<file path="config.mk">
export PLATFORM = sky130hd
export DESIGN_NAME = load_store_unit
export DESIGN_NICKNAME = d
export VERILOG_FILES = /design/src/rtl/lsu_pkg.sv /design/src/rtl/lsu_load_extend.sv /design/src/rtl/load_store_unit.sv
export SDC_FILE = /design/constraint.sdc
export NUM_CORES = 1
export LEC_CHECK = 0
export ABC_AREA = 0
export BUFFER_PORTS_ARGS = -buffer_cell sky130_fd_sc_hd__buf_2
export CAP_MARGIN = 0
export CORE_MARGIN = 2
export CORE_UTILIZATION = 30
export DETAILED_ROUTE_END_ITERATION = 12
export SYNTH_ARGS = -nofsm -noshare
export SYNTH_HDL_FRONTEND = slang
export SYNTH_SLANG_ARGS = --single-unit
</file>
<file path="constraint.sdc">
create_clock -name clk -period 4.04 [get_ports clk]
set_input_delay 0 -clock clk [delete_from_list [all_inputs] [get_ports clk]]
set_output_delay 0 -clock clk [all_outputs]
set_load 0.01 [all_outputs]
</file>
<file path="src/rtl/lsu_pkg.sv">
// Shared types and constants for the load/store unit: FSM states, RISC-V funct3 codes,
// fault codes and the request classifier used at acceptance time.
package lsu_pkg;

  localparam logic [2:0] F3_LB  = 3'b000;
  localparam logic [2:0] F3_LH  = 3'b001;
  localparam logic [2:0] F3_LW  = 3'b010;
  localparam logic [2:0] F3_LBU = 3'b100;
  localparam logic [2:0] F3_LHU = 3'b101;
  localparam logic [2:0] F3_SB  = 3'b000;
  localparam logic [2:0] F3_SH  = 3'b001;
  localparam logic [2:0] F3_SW  = 3'b010;

  typedef enum logic [1:0] {
    ST_IDLE   = 2'b00,
    ST_ACCESS = 2'b01,
    ST_RESP   = 2'b10
  } lsu_state_t;

  typedef enum logic [1:0] {
    FAULT_NONE     = 2'b00,
    FAULT_MISALIGN = 2'b01,
    FAULT_ILLEGAL  = 2'b10
  } lsu_fault_t;

  // Illegal encodings win over misalignment; only the low address bits matter.
  function automatic lsu_fault_t classify(input logic       is_store,
                                          input logic [2:0] funct3,
                                          input logic [1:0] addr_lo);
    logic illegal;
    logic misaligned;
    illegal    = (funct3 == 3'b011) || (funct3 == 3'b110) || (funct3 == 3'b111) ||
                 (is_store && funct3[2]);
    misaligned = ((funct3[1:0] == 2'b01) && addr_lo[0]) ||
                 ((funct3[1:0] == 2'b10) && (addr_lo != 2'b00));
    if (illegal) begin
      return FAULT_ILLEGAL;
    end
    if (misaligned) begin
      return FAULT_MISALIGN;
    end
    return FAULT_NONE;
  endfunction

endpackage

</file>
<file path="src/rtl/lsu_load_extend.sv">
// Combinational load-data extension: sign/zero-extends right-aligned byte/half memory
// data according to the load funct3; word loads pass through.
module lsu_load_extend
  import lsu_pkg::*;
#(
  parameter int XLEN = 32
) (
  input  logic [2:0]      funct3,
  input  logic [XLEN-1:0] raw,
  output logic [XLEN-1:0] data
);

  always_comb begin
    data = '0;
    case (funct3)
      F3_LB:   data = {{(XLEN-8){raw[7]}}, raw[7:0]};
      F3_LH:   data = {{(XLEN-16){raw[15]}}, raw[15:0]};
      F3_LW:   data = raw;
      F3_LBU:  data = {{(XLEN-8){1'b0}}, raw[7:0]};
      F3_LHU:  data = {{(XLEN-16){1'b0}}, raw[15:0]};
      default: data = '0;
    endcase
  end

endmodule

</file>
<file path="src/rtl/load_store_unit.sv">
// Single-outstanding RISC-V load/store unit: IDLE -> ACCESS -> RESP, faults skip ACCESS.
// Optional performance counters are built only when LSU_PERF_CNT_EN is defined.
module load_store_unit
  import lsu_pkg::*;
#(
  parameter int XLEN = 32
) (
  input  logic            clk,
  input  logic            resetn,
  input  logic            req_valid,
  output logic            req_ready,
  input  logic            req_is_store,
  input  logic [2:0]      req_funct3,
  input  logic [XLEN-1:0] req_base,
  input  logic [XLEN-1:0] req_offset,
  input  logic [XLEN-1:0] req_wdata,
  output logic [XLEN-1:0] mem_addr,
  output logic            mem_write,
  output logic [2:0]      mem_type,
  output logic [XLEN-1:0] mem_wdata,
  input  logic [XLEN-1:0] mem_rdata,
  output logic            rsp_valid,
  input  logic            rsp_ready,
  output logic [XLEN-1:0] rsp_rdata,
  output logic [1:0]      rsp_fault,
  output logic [XLEN-1:0] rsp_addr,
  output logic [31:0]     perf_loads,
  output logic [31:0]     perf_stores,
  output logic [31:0]     perf_faults
);

  lsu_state_t      state_reg, state_next;
  logic [XLEN-1:0] addr_reg, wdata_reg, rdata_reg;
  logic [2:0]      funct3_reg;
  logic            is_store_reg;
  lsu_fault_t      fault_reg;

  logic [XLEN-1:0] eff_addr;
  lsu_fault_t      req_fault;
  logic            accept;
  logic            handshake;
  logic [XLEN-1:0] ext_data;

  assign eff_addr  = req_base + req_offset;
  assign req_fault = classify(req_is_store, req_funct3, eff_addr[1:0]);
  assign accept    = req_valid && (state_reg == ST_IDLE);
  assign handshake = (state_reg == ST_RESP) && rsp_ready;

  lsu_load_extend #(.XLEN(XLEN)) u_extend (
    .funct3 (funct3_reg),
    .raw    (mem_rdata),
    .data   (ext_data)
  );

  always_ff @(posedge clk or negedge resetn) begin
    if (!resetn) begin
      state_reg <= ST_IDLE;
    end else begin
      state_reg <= state_next;
    end
  end

  always_comb begin
    state_next = state_reg;
    req_ready  = 1'b0;
    rsp_valid  = 1'b0;
    mem_addr   = '0;
    mem_write  = 1'b0;
    mem_type   = 3'b000;
    mem_wdata  = '0;
    rsp_rdata  = '0;
    rsp_fault  = 2'b00;
    rsp_addr   = '0;
    case (state_reg)
      ST_IDLE: begin
        req_ready = 1'b1;
        if (req_valid) begin
          state_next = (req_fault == FAULT_NONE) ? ST_ACCESS : ST_RESP;
        end
      end
      ST_ACCESS: begin
        mem_addr   = addr_reg;
        mem_type   = {1'b0, funct3_reg[1:0]};
        mem_wdata  = wdata_reg;
        mem_write  = is_store_reg;
        state_next = ST_RESP;
      end
      ST_RESP: begin
        rsp_valid = 1'b1;
        rsp_rdata = rdata_reg;
        rsp_fault = fault_reg;
        rsp_addr  = addr_reg;
        if (rsp_ready) begin
          state_next = ST_IDLE;
        end
      end
      default: state_next = ST_IDLE;
    endcase
  end

  // Request fields are latched once; the load result is captured at the end of ACCESS.
  always_ff @(posedge clk or negedge resetn) begin
    if (!resetn) begin
      addr_reg     <= '0;
      wdata_reg    <= '0;
      rdata_reg    <= '0;
      funct3_reg   <= 3'b000;
      is_store_reg <= 1'b0;
      fault_reg    <= FAULT_NONE;
    end else if (accept) begin
      addr_reg     <= eff_addr;
      wdata_reg    <= req_wdata;
      rdata_reg    <= '0;
      funct3_reg   <= req_funct3;
      is_store_reg <= req_is_store;
      fault_reg    <= req_fault;
    end else if (state_reg == ST_ACCESS) begin
      rdata_reg <= is_store_reg ? '0 : ext_data;
    end
  end

`ifdef LSU_PERF_CNT_EN
  logic [31:0] loads_reg, stores_reg, faults_reg;

  always_ff @(posedge clk or negedge resetn) begin
    if (!resetn) begin
      loads_reg  <= '0;
      stores_reg <= '0;
      faults_reg <= '0;
    end else if (handshake) begin
      if (fault_reg != FAULT_NONE) begin
        if (faults_reg != 32'hFFFF_FFFF) faults_reg <= faults_reg + 32'd1;
      end else if (is_store_reg) begin
        if (stores_reg != 32'hFFFF_FFFF) stores_reg <= stores_reg + 32'd1;
      end else begin
        if (loads_reg != 32'hFFFF_FFFF) loads_reg <= loads_reg + 32'd1;
      end
    end
  end

  assign perf_loads  = loads_reg;
  assign perf_stores = stores_reg;
  assign perf_faults = faults_reg;
`else
  logic unused_handshake;
  assign unused_handshake = handshake;
  assign perf_loads  = '0;
  assign perf_stores = '0;
  assign perf_faults = '0;
`endif

endmodule
</file>
Word-level counts from Yosys, hierarchy flattened
Index checks and enable logic that the tools add are counted.
- bits of input ports: 136
- flip-flop bits (word level): 104
- muxes and demuxes: 24
- $add $sub $neg: 1
- eq/ne operators: 13
- reduce and logical (&&, ||, !) cells: 14
- operators by type and width (operator ; number):
    two-way mux 32 bit ; 7
    case mux 32 bit (5 select lines) ; 1
    adder 32 bit ; 1
    two-way mux 2 bit ; 9
    equality test 3 bit (second input constant) ; 4
    equality test 3 x 2 -> 1 bit (second input constant) ; 2
    two-way mux 1 bit ; 6
    case mux 2 bit (3 select lines) ; 1
    equality test 2 x 1 -> 1 bit (second input constant) ; 2
    equality test 2 bit (second input constant) ; 2
    logical AND 1 bit ; 4
    zero test 2 bit ; 2
    logical OR 1 bit ; 4
    inequality test 2 bit (second input constant) ; 2
    nonzero test 2 bit ; 2
    equality test 3 x 1 -> 1 bit (second input constant) ; 1
    zero test 3 bit ; 1
    AND reduction 2 bit ; 1

Depth between registers and ports, before layout
- depth in word-level cells: 12
- gate-level depth with buffers: 9

Modules after synthesis
A second synthesis with hierarchy kept.
- cells, all modules: 960
- area, all modules: 7986.4 sq um
- modules (own cells, without submodules) (module ; sequential area each (sq um) ; area an instance (sq um) ; cells each ; instances):
    load_store_unit ; 2602.5 ; 7393.3 ; 889 ; 1
    lsu_load_extend ; 0.0 ; 593.1 ; 71 ; 1

Worst setup path before layout
Ideal clock, no wire load.
- path type: input-to-reg
- from: input port req_base[0]
- to: register addr_reg[20]
- stages: 9
- buffers on the path: 0
- data required time: 3.948 ns
- arrival time: 2.060 ns
- library setup time: 0.092 ns
- slack: 1.889 ns
- cell sequence: ha_1 fa_1 a21o_1 a221o_1 a21oi_4 a211oi_2 o31a_1 o21a_1 o31ai_2
- longest elaborated chain between the ends: 1
- ends and longest elaborated chain (item ; RTL line ; RTL):
    start, declared ; load_store_unit.sv:14 ; input logic [XLEN-1:0] req_base,
    adder 32 bit ; load_store_unit.sv:44 ; assign eff_addr = req_base + req_offset;
    end signal, assigned ; load_store_unit.sv:111 ; addr_reg <= eff_addr;
    end, declared ; load_store_unit.sv:33 ; logic [XLEN-1:0] addr_reg, wdata_reg, rdata_reg;
No other way between the ends.
A chain may end at the register's enable or synchronous reset.

Worst setup path in the final report
- from: register state_reg[0]
- to: register addr_reg[31]
- longest elaborated chain between the ends: 2
- ends and longest elaborated chain (item ; RTL line ; RTL):
    start, declared ; load_store_unit.sv:32 ; lsu_state_t state_reg, state_next;
    start signal, assigned ; load_store_unit.sv:59 ; state_reg <= state_next;
    zero test 2 bit ; load_store_unit.sv:46 ; assign accept = req_valid && (state_reg == ST_IDLE);
    logical AND 1 bit ; load_store_unit.sv:46 ;
No other way between the ends.

==> impl_results.md <==
* Die area at 26200 um^2
* Post-Synthesis Cells at 920
* Gpl congestion at 0.851
* Final setup skew at 10.9 ps
* Flops & latches, synth at 104
* Vias post-DR at 7104
* Crit path time final at 2340 ps
* Detailed Route Iter0 Violations at 428
* Crit-path max cell delay at 950 ps
* Critical-path cell list: nor2_1, and2_2, nand2_1, a21oi_1, mux2_2, a41oi_1, nand2_1
* Leakage power at 5.17 nW
* Final setup margin at 1700 ps
* Worst slack, placed at 1590 ps
* CTS sink count at 104
* Cell area after synthesis at 7470 um^2
* Area growth syn-to-layout at 30.0%
* Post-synthesis xor/xnor area fraction at 2.35%
* Crit path buffers/inverters at 0
* CP required at 4330 ps
* Max Slew Vio Count at 0
* Layout cells sized above 1 at 25.1%
* Rel. slew slack at 24.2%
* Post-synth EDFFs at 0
* Post_cts resized at 0
* First-pass DRT Iterations at 5
* Crit start category: register
* Bufs on Longest Clock Path at 2
* DR WL/cell at 14.5 um
* Top FF cell, synth: dfrtp_1
* Critical path endpoint category: register
* Antenna Violating Nets Remaining at 0
* Drt via density at 4.57
* Final TNS setup at 0 ps
* Final Cycle Share at 57.9%
* Register-to-Register Path Depth at 7
* Yosys Warn Count at 0
* Rows at 57
* Worst reg2reg endpoint: addr_reg[31]
* CP Data Arrival Time at 2630 ps
* Setup crit start: state_reg[0]
* Worst skew pair latency at 360 ps
* Final layout net count at 1393
* Die Y at 162 um
* Adder-cell area share of the yosys netlist at 5.46%
* Setup Viol. Count Final at 0
* Critical Setup Path Class: reg -> reg
* Initial antenna violation count at 0
* Root Buffer: clkbuf_16
* # DRC at 0
* Reg clk slew, reported paths at 70 ps
* Die W at 162 um
* Post-synthesis sequential area ratio at 34.8%
* HPWL Detailed at 16300 um
* Wire length of the first global-routing pass at 35300 um
* Max VDD drop at 219 uV
* Critical Path Most Common Cell: nand2_1
* Worst Path Max Fanout at 56
* Compound-cell area share of the yosys netlist at 17.1%
* Total wire length at 22500 um
* Area of the core at 24400 um^2
* Worst hold path type: in -> reg
* H-tree depth at 3
* Reg2Reg Launch Point: state_reg[0]
* R2R Setup Slk at 1700 ps
* Asr flop ratio synth at 100%
* Initial core utilization at 30.6%
* Total CTS buffers at 9
* I/O pin count at 368
* Yosys cell types at 74
* Final-report hold violation count at 0
* Worst Max-Slew Pin Slew at 1130 ps
* Vias in the first global route at 6601
* GRT overflow at 0
* Input/output buffers at 270
* Ant. Diodes at 0
* Worst path top cell family by delay: simple AND/OR/NAND/NOR gates
* Simple-gate portion of the synthesized area at 26.4%
* Power Dens Cells at 401 nW/um^2
* Status: complete, no violations
* Largest family of logic cells by synthesized area: simple AND/OR/NAND/NOR gates
* Worst path slowest cell: and2_2
* End of the critical path: addr_reg[31]
* Total GRT Usage at 16.7%
* Fmax at 0.428 GHz
* Mapped Avg Cell Area at 8.12 um^2
* RSZ-0062 raised after global routing: false
* Pin count of the biggest net entering global routing at 105
* CTS tree: built
* Max-cap violations at 0
* Crit path depth at 7
* Post-synthesis mux area share at 0.553%
==> worst min-delay path: stages <==
cell and delay, ps:
buf_2 140, a21oi_1 110, o21ai_0 70
==> what timing repair did <==
item                      CTS  global route
setup buffers               0             0
hold buffers               70             0
hold endpoints to repair  136             0
==> worst min-delay path by stage <==
stage,startpoint,end,cells after the start
finish,req_valid,state_reg[1],3
global route,req_valid,state_reg[1],3
CTS,req_valid,state_reg[1],3
detailed placement,resetn,rdata_reg[1],1
global placement,resetn,rdata_reg[1],1
floorplan,resetn,addr_reg[0],0
==> kinds of logic (layout without fill, tap and decap cells) <==
family	Yosys count	after routing
simple gates	400	400
xor+xnor	20	20
mux	4	4
other cells	1	97
fa+ha+maj	32	32
buf+inv	159	373
flops	104	104
compound gates	200	200
==> layout by cell type (no fill, tap or decap), drive strengths merged, types with 3 or more instances in the layout <==
master	count
nand2	192
a31oi	4
conb	97
ha	31
clkbuf	9
xnor2	12
nand4	8
o21ai	59
o211ai	7
nand3	13
a21oi	64
o31ai	4
o21a	6
o311ai	3
o21bai	6
and2	134
buf	275
a211oi	6
inv	16
mux2i	3
dfrtp	104
a21o	12
and3	7
xor2	8
nor2	20
a22o	8
nor2b	3
dlygate4sd3	70
clkinv	3
nor3	6
==> cell usage after synthesis, types with 2 or more instances <==
cell        n  share of area (%)
nor2_1     20                1.0
a21o_1     12                1.2
o311ai_0    3               0.35
ha_1       31                5.2
a22o_1      8               0.94
o31ai_1     3               0.30
nand3_1    13               0.87
buf_1       2               0.10
xnor2_1    12                1.4
nand2b_1    2               0.17
inv_1      12               0.60
mux2i_1     3               0.40
o21a_1      6               0.60
and2_1    134                 11
dfrtp_1   104                 35
o21ai_0    57                3.8
buf_6       3               0.45
or4_1       2               0.20
nor2b_1     3               0.25
nor4_1      2               0.17
o21bai_1    6               0.60
nor3_1      6               0.40
nor3b_1     2               0.20
xor2_1      8               0.94
o211ai_1    6               0.60
nand4_1     8               0.67
a211oi_1    5               0.50
clkbuf_1   42                2.1
a31oi_1     3               0.25
a21oi_1    63                4.2
nand2_1   192                9.6
and3_1      7               0.59
buf_4      98                9.9
and3b_1     2               0.23
==> layout make-up <==
type                            count  area [um^2]
Clock buffer                        9          225
Clock inverter                      7         72.6
Fill cell                        2545        14700
Inverter                           12         45.0
Multi-Input combinational cell    753         4260
Sequential cell                   104         2600
Tap cell                          324          405
Timing Repair Buffer              345         2090
==> power by group <==
part           total, W  switching (W)  internal [W]  leakage, nW
Combinational   0.00143       0.000849      0.000580         3.69
Sequential      0.00157       0.000222       0.00135         1.33
Clock          0.000895       0.000457      0.000438        0.147
==> metal layers <==
layer | global-route usage (%) | part of all wire [%]
met5 | 0 | 0
met1 | 20.9 | 43
met4 | 4.42 | 1.2
met3 | 2.81 | 6.1
met2 | 29.7 | 49
==> through the flow <==
stage	area [um^2]	total power, W	cells	hold WS, ps	util, %
after floorplan	7830	0.00251	1016	-296	-
after global placement	8710	0.00295	1468	166	35.7
after detailed placement	8710	0.00298	1468	161	35.7
after CTS	9710	0.00395	1554	6.64	39.8
after global routing	9710	0.00421	1554	74.4	39.8
final	9710	0.00390	1554	21.6	39.8
No activity file was read; power rests on OpenSTA's default activity.
